### src/rtl/sort4_ctrl.sv
// sort4_ctrl: loads a 4-byte frame and sorts it in place through one shared
// 8-bit magnitude comparator. The sort is a fixed 6-step bubble schedule.
// The sorted bytes then stream out over a valid/ready interface.
// DESCEND=0 outputs the smallest byte first; DESCEND=1 outputs the largest first.

// Unsigned 8-bit magnitude comparator. The controller time-shares one instance.
module sort4_cmp (
    input  logic [7:0] a_i,
    input  logic [7:0] b_i,
    output logic       gt_o,
    output logic       lt_o,
    output logic       eq_o
);
    assign gt_o = (a_i > b_i);
    assign lt_o = (a_i < b_i);
    assign eq_o = (a_i == b_i);
endmodule

module sort4_ctrl #(
    parameter logic DESCEND = 1'b0
) (
    input  logic       clk,
    input  logic       rst,
    input  logic [7:0] in_data,
    input  logic       in_valid,
    output logic       in_ready,
    output logic [7:0] out_data,
    output logic       out_valid,
    input  logic       out_ready,
    output logic       out_last,
    output logic       busy,
    output logic [2:0] swap_cnt
);

    localparam logic [1:0] ST_IDLE = 2'd0;
    localparam logic [1:0] ST_SORT = 2'd1;
    localparam logic [1:0] ST_OUT  = 2'd2;

    logic [1:0] state_q, state_d;
    logic [1:0] ld_idx_q, ld_idx_d;
    logic [1:0] out_idx_q, out_idx_d;
    logic [2:0] step_q, step_d;
    logic [2:0] swap_cnt_q, swap_cnt_d;
    logic [7:0] slot_q [4];
    logic [7:0] slot_d [4];

    logic [1:0] pair_lo;
    logic [1:0] pair_hi;
    logic       cmp_gt, cmp_lt, cmp_eq;
    logic       do_swap;

    // Map each step of the bubble schedule to its lower slot index: 0,1,2,0,1,0
    always_comb begin
        pair_lo = 2'd0;
        case (step_q)
            3'd0: pair_lo = 2'd0;
            3'd1: pair_lo = 2'd1;
            3'd2: pair_lo = 2'd2;
            3'd3: pair_lo = 2'd0;
            3'd4: pair_lo = 2'd1;
            3'd5: pair_lo = 2'd0;
            default: pair_lo = 2'd0;
        endcase
    end

    assign pair_hi = pair_lo + 2'd1;

    sort4_cmp u_cmp (
        .a_i  (slot_q[pair_lo]),
        .b_i  (slot_q[pair_hi]),
        .gt_o (cmp_gt),
        .lt_o (cmp_lt),
        .eq_o (cmp_eq)
    );

    // Equal neighbours never swap, so the sort is stable. The eq term is
    // redundant with gt/lt but makes that rule explicit.
    assign do_swap = !cmp_eq && (DESCEND ? cmp_lt : cmp_gt);

    // Next-state logic for load, sort schedule and drain
    always_comb begin
        state_d    = state_q;
        ld_idx_d   = ld_idx_q;
        out_idx_d  = out_idx_q;
        step_d     = step_q;
        swap_cnt_d = swap_cnt_q;
        for (int k = 0; k < 4; k++) begin
            slot_d[k] = slot_q[k];
        end

        case (state_q)
            ST_IDLE: begin
                if (in_valid) begin
                    slot_d[ld_idx_q] = in_data;
                    if (ld_idx_q == 2'd3) begin
                        ld_idx_d   = 2'd0;
                        step_d     = 3'd0;
                        swap_cnt_d = 3'd0;
                        state_d    = ST_SORT;
                    end else begin
                        ld_idx_d = ld_idx_q + 2'd1;
                    end
                end
            end
            ST_SORT: begin
                if (do_swap) begin
                    slot_d[pair_lo] = slot_q[pair_hi];
                    slot_d[pair_hi] = slot_q[pair_lo];
                    swap_cnt_d      = swap_cnt_q + 3'd1;
                end
                if (step_q == 3'd5) begin
                    step_d  = 3'd0;
                    state_d = ST_OUT;
                end else begin
                    step_d = step_q + 3'd1;
                end
            end
            ST_OUT: begin
                if (out_ready) begin
                    if (out_idx_q == 2'd3) begin
                        out_idx_d = 2'd0;
                        state_d   = ST_IDLE;
                    end else begin
                        out_idx_d = out_idx_q + 2'd1;
                    end
                end
            end
            default: begin
                state_d = ST_IDLE;
            end
        endcase
    end

    // State and storage registers; reset discards any partial or in-flight frame
    always_ff @(posedge clk) begin
        if (rst) begin
            state_q    <= ST_IDLE;
            ld_idx_q   <= 2'd0;
            out_idx_q  <= 2'd0;
            step_q     <= 3'd0;
            swap_cnt_q <= 3'd0;
            for (int k = 0; k < 4; k++) begin
                slot_q[k] <= 8'd0;
            end
        end else begin
            state_q    <= state_d;
            ld_idx_q   <= ld_idx_d;
            out_idx_q  <= out_idx_d;
            step_q     <= step_d;
            swap_cnt_q <= swap_cnt_d;
            for (int k = 0; k < 4; k++) begin
                slot_q[k] <= slot_d[k];
            end
        end
    end

    // All outputs decode registered state only; no input-to-output paths
    assign in_ready  = (state_q == ST_IDLE);
    assign out_valid = (state_q == ST_OUT);
    assign out_last  = (state_q == ST_OUT) && (out_idx_q == 2'd3);
    assign busy      = (state_q != ST_IDLE);
    assign out_data  = (state_q == ST_OUT) ? slot_q[out_idx_q] : 8'd0;
    assign swap_cnt  = swap_cnt_q;

endmodule
### config.mk
export PLATFORM = sky130hd
export DESIGN_NAME = sort4_ctrl
export DESIGN_NICKNAME = d
export VERILOG_FILES = /design/src/rtl/sort4_ctrl.sv
export SDC_FILE = /design/constraint.sdc
export NUM_CORES = 1
export LEC_CHECK = 0
export BUFFER_PORTS_ARGS = -buffer_cell sky130_fd_sc_hd__buf_4
export CORE_MARGIN = 10
export CORE_UTILIZATION = 40
export CTS_BUF_LIST = sky130_fd_sc_hd__clkbuf_16
export DETAILED_ROUTE_END_ITERATION = 16
export PLACE_DENSITY_LB_ADDON = 0.3
export SKIP_CTS_REPAIR_TIMING = 1
export SLEW_MARGIN = 20
export SYNTH_ARGS = -nofsm -noshare
export SYNTH_HDL_FRONTEND = slang
export SYNTH_HIERARCHICAL = 1
export SYNTH_SLANG_ARGS = --single-unit
### constraint.sdc
create_clock -name clk -period 3.9 [get_ports clk]
set_clock_uncertainty 0.05 [all_clocks]
set_input_delay 0.195 -clock clk [delete_from_list [all_inputs] [get_ports clk]]
set_output_delay 0.195 -clock clk [all_outputs]
set_load 0.05 [all_outputs]
# After elaboration in Yosys (flattened, before gate mapping)
# Memory sizes are Yosys's and may differ from the RTL's. A register that Yosys moved wholly into a read port is not among the register bits.
# Index checks and enable logic that the tools add are counted.
# op_classes
n_mux,37
eq_ne,15
add_sub_neg,5
n_bitwise,7
magnitude_cmp,7
reduce_logical,15
# op_table
cell,n
32-bit bitwise mux,3
32-bit two-way mux,2
8-bit two-way mux,8
32-bit case mux with 2 select lines,1
8-bit demux with 2-bit select,3
2-bit two-way mux,9
3-bit two-way mux,4
3-bit case mux with 2 select lines,2
3-bit >= comparator (second input constant),3
3-bit by 1-bit less-than comparator with 1-bit output (second input constant),3
2-bit inverter with 3-bit output,3
8-bit equality test,1
8-bit greater-than comparator,1
2-bit by 1-bit adder with 2-bit output (second input constant),3
3-bit by 1-bit adder with 3-bit output (second input constant),2
2-bit equality test (second input constant),3
3-bit equality test (second input constant),2
2-bit by 1-bit inequality test with 1-bit output (second input constant),3
2-bit inequality test (second input constant),3
2-bit case mux with 3 select lines,1
1-bit logical AND,5
5-bit AND reduction,1
1-bit OR,4
2-bit case mux with 2 select lines,1
other kinds (11),15
# totals
mem_count,1
regBits,12
ram_bits,32
output_inout_bits,15
inputBits,12
wordCells,92
# memory_table
memory,depth,word_bits,rd,rd_clocked_by_memory_dff,wr,line_no,rtl
slot_q,4,8,7,1,4,44,logic [7:0] slot_q [4];

# Logic depth before layout (Yosys ltp)
# logic_depth
word_depth,13
mapped_depth,22
mapped_depth_nobuf,18

# Modules after synthesis
# Netlist, hierarchy kept.
# by_module_without_submodules
mod,cells_per_inst,seq_area_each_um2,instances,area_each_um2
sort4_ctrl,368,920.9,1,3175.5
sort4_cmp,29,0.0,1,225.2

# Least setup slack after synthesis
# No wires, ideal clock.
# synth_timing
kind,register -> register
from,register step_q[1]
to,memory slot_q[3][0]
path_buffers,2
setup_time_ps,140
t_arrival_ps,4148
path_slack_ps,-438
stages_incl_launch_ff,17
synth_period_minus_slack_ps,4338
required_time_ps,3710
path_cell_list,dfxtp_1 > clkbuf_1 > or3b_2 > ha_1 > clkbuf_1 > mux2_2 > mux2_2 > inv_1 > ha_1 > nand4_2 > nor2_1 > o21ba_1 > nand3b_1 > a21oi_1 > a21oi_1 > nand2_1 > o221ai_1
# synth_lines
element,line_no,rtl
"start, declared",42,"logic [2:0] step_q, step_d;"
"start signal, assigned",149,step_q <= step_d;
"end, declared",44,

==> flow_summary_export.csv <==
group,metric,value,unit
sta,worst_slew_pin_slew,938,ps
pwr,clockPowerShare,38.9,%
synth,syn_nets,427,
sta,report.final.slew_viol_count,0,
pwr,fin_total_pwr,1.44,mW
placement,hpwl,8070,microns
pwr,p_leak,1.79,nW
hold_path,hold_path_class,"input pin to flip-flop",
synth,synth.cell_area,0.00340,sq mm
sta,fmax,254,MHz
cts,insertion_delay,300,ps
grt,grt_pass1_vias,3414,
routing,totalWireLength,11600,microns
pwr,seqPwrFrac,36.4,%
grt,track_usage,17.3,%
worst_setup_path,crit_buf_inv,3,
sta,rsz0062_at_grt,"true",
die,dieArea,0.0126,sq mm
layout,syn_to_final_growth,32.5,%
worst_setup_path,start_kind,"flip-flop",
sta,finalSetupTns,-218,ps
layout,num-nets-final,491,
pwr,switching_share,28.9,%
routing,drt-met1-wl,4770,microns
hold_path,hp-start,"out_ready",
routing,drc,0,
cts,cts_root_buffer,"clkbuf_16",
worst_setup_path,cp_cell_sequence,"or3b_4 > ha_4 > nor4b_4 > buf_4 > mux2i_2 > a21oi_2 > ha_1 > buf_4 > nand4_1 > nor2_2 > o21ba_1 > nand3b_1 > a21oi_4 > a21boi_2 > buf_6 > o211a_1 > a221o_1",
worst_setup_path,cp_common_cell,"buf_4",
worst_setup_path,r2r_end,"slot_q[1][0]",
pwr,ir_worst_vdd,0.000227,V
sta,min_period_over_period,101,%
worst_setup_path,critical_path.top_delay_family,"compound AO/OA/AOI/OAI gates",
routing,ant_nets,0,
routing,drt_iter0_drc,338,
synth,avgSynthCellArea,8.58,sq um
routing,drtPass1Iterations,7,
worst_setup_path,arrival,4120,ps
worst_setup_path,r2r_start,"step_q[2]",
worst_setup_path,reg2reg_slack,-40,ps
cts,clk_path_buf_depth,2,
routing,post_drt_wl_per_cell,20.5,microns
hold_path,min_path_cells,3,
worst_setup_path,endpoint_kind,"flip-flop",
pwr,p_per_area,321,mW/mm^2
routing,routed_via_density,6.22,
routing,vias,3522,
worst_setup_path,critPathMaxStageDelay,410,ps
sta,worst_slack,-35.7,ps
sta,setup_violations,11,
cts,clkTransAtPathRegs,70,ps
sta,min_period,3940,ps
worst_setup_path,cp_slowest_cell,"or3b_4",
routing,dr_wl_met3,1090,microns
die,core,0.00826,sq mm
layout,nFillCells,742,
cts,cts-buffers-inserted,5,
hold_path,whs_endpoint,"out_idx_q[1]",
synth,synthCells,396,
grt,overflow,0,
synth,yosysWarnings,6,
routing,dr.max_layer_used,"met4",
routing,wl_met2,5460,microns
sta,hold_viol,0,
worst_setup_path,crit_type,"flip-flop to flip-flop",
flow_run,drv_cap,0,
sta,slew-limit-headroom,37.3,%
cts,cts.sinks,46,
die,top_level_ports,27,
pwr,power.share.combinational,24.6,%
grt,grt_start_max_net_pins,35,
worst_setup_path,crit_start,"step_q[2]",
die,floorplan.initialDensity,41.1,%
worst_setup_path,ff2ff_path_depth,17,
placement,gp_congestion,0.956,
pwr,p_sw,0.417,mW
die,die_width,112,microns
layout,diodes,0,
run_status,violations,"setup timing",
die,fp.dieH,112,microns
worst_setup_path,critPathRequiredTime,4080,ps
cts,cts_tree,"yes",
worst_setup_path,worstPathMaxFanout,8,
cts,htreeDepth,2,
placement,io_buffer_count,26,
grt,antenna_found_initial,0,
placement,place_ws,-212,ps
grt,grt_first_pass_wirelength,18000,microns
die,num_rows,33,
pwr,p_int,1.03,mW
layout,drive_gt1_share,32.1,%
run_status,status,"finished, violations left",
sequential cells by signal (all words and copies together) (netlist names), named ones only:
register and count:
swap_cnt 3, step_q 3, slot_q 32, out_idx_q 2, state_q 2, ld_idx_q 2
metal layers:
layer / vias up / GRT usage, %
met5: - / 0
met4: 0 / 6.09
met3: 27 / 4.63
met2: 204 / 27.8
met1: 1670 / 21.9
li1: 1621 / -
power groups by stage:
| stage | combinational, mW | sequential (mW) | clock (mW) |
|---|---|---|---|
| after floorplan | 0.216 | 0.523 | 0 |
| after global placement | 0.312 | 0.532 | 0 |
| after detailed placement | 0.317 | 0.534 | 0 |
| after CTS | 0.319 | 0.523 | 0.561 |
| after global routing | 0.382 | 0.528 | 0.581 |
| final | 0.355 | 0.526 | 0.562 |
layout make-up:
class | count | area [sq um] | share of cell area [%]
Multi-Input combinational cell | 313 | 2520 | 56.1
Inverter | 15 | 63.8 | 1.42
Clock inverter | 3 | 63.8 | 1.42
Tap cell | 105 | 131 | 2.92
Clock buffer | 5 | 125 | 2.78
Sequential cell | 46 | 927 | 20.6
Timing Repair Buffer | 79 | 664 | 14.8
cell usage in the layout, fill, tap and decap left out, types with 3 or more instances in the layout:
| master | instances |
|---|---|
| clkbuf_16 | 5 |
| mux4_1 | 3 |
| mux2_2 | 8 |
| buf_6 | 9 |
| nand2b_1 | 3 |
| o211a_1 | 4 |
| nor2_1 | 32 |
| nor2b_1 | 8 |
| ha_1 | 17 |
| nor3_1 | 16 |
| buf_4 | 67 |
| a221o_1 | 7 |
| o21a_1 | 3 |
| a21oi_2 | 5 |
| nand2_1 | 56 |
| a221oi_2 | 3 |
| mux4_2 | 12 |
| inv_1 | 14 |
| a2111oi_1 | 3 |
| o221ai_2 | 3 |
| a31oi_1 | 4 |
| and2_1 | 9 |
| dfxtp_1 | 43 |
| o21ai_0 | 16 |
| a21oi_1 | 25 |
| a21oi_4 | 3 |
| nand3b_1 | 5 |
| mux2i_1 | 10 |
| buf_12 | 3 |
| o221ai_1 | 14 |
worst register-to-register path, delay by kind of cell, from the launching register on:
family / cells / cell delay [ps]
compound gates: 6 / 1150
buf+inv: 3 / 490
flops: 1 / 370
fa+ha+maj: 2 / 510
simple gates: 5 / 1090
mux: 1 / 230
stage by stage:
stage               std cells  util, %  hold slack [ps]  cell area, sq um
floorplan                 396        -              319              3520
global placement          551     49.2              417              4060
detailed placement        551     49.2              431              4060
CTS                       559     51.5              171              4250
global route              566     54.5              181              4500
finish                    566     54.5              166              4500
worst max-delay path by stage:
stage                              end  slack (ps)  cells past startpoint
after floorplan           slot_q[1][1]        -110                     21
after detailed placement  slot_q[3][0]        -210                     15
after CTS                 slot_q[3][0]        -230                     14
after global routing      slot_q[2][7]        -230                     19
final                     slot_q[1][0]         -40                     17
after global placement    slot_q[3][0]        -160                     14
No activity file was read; power rests on OpenSTA's default activity.
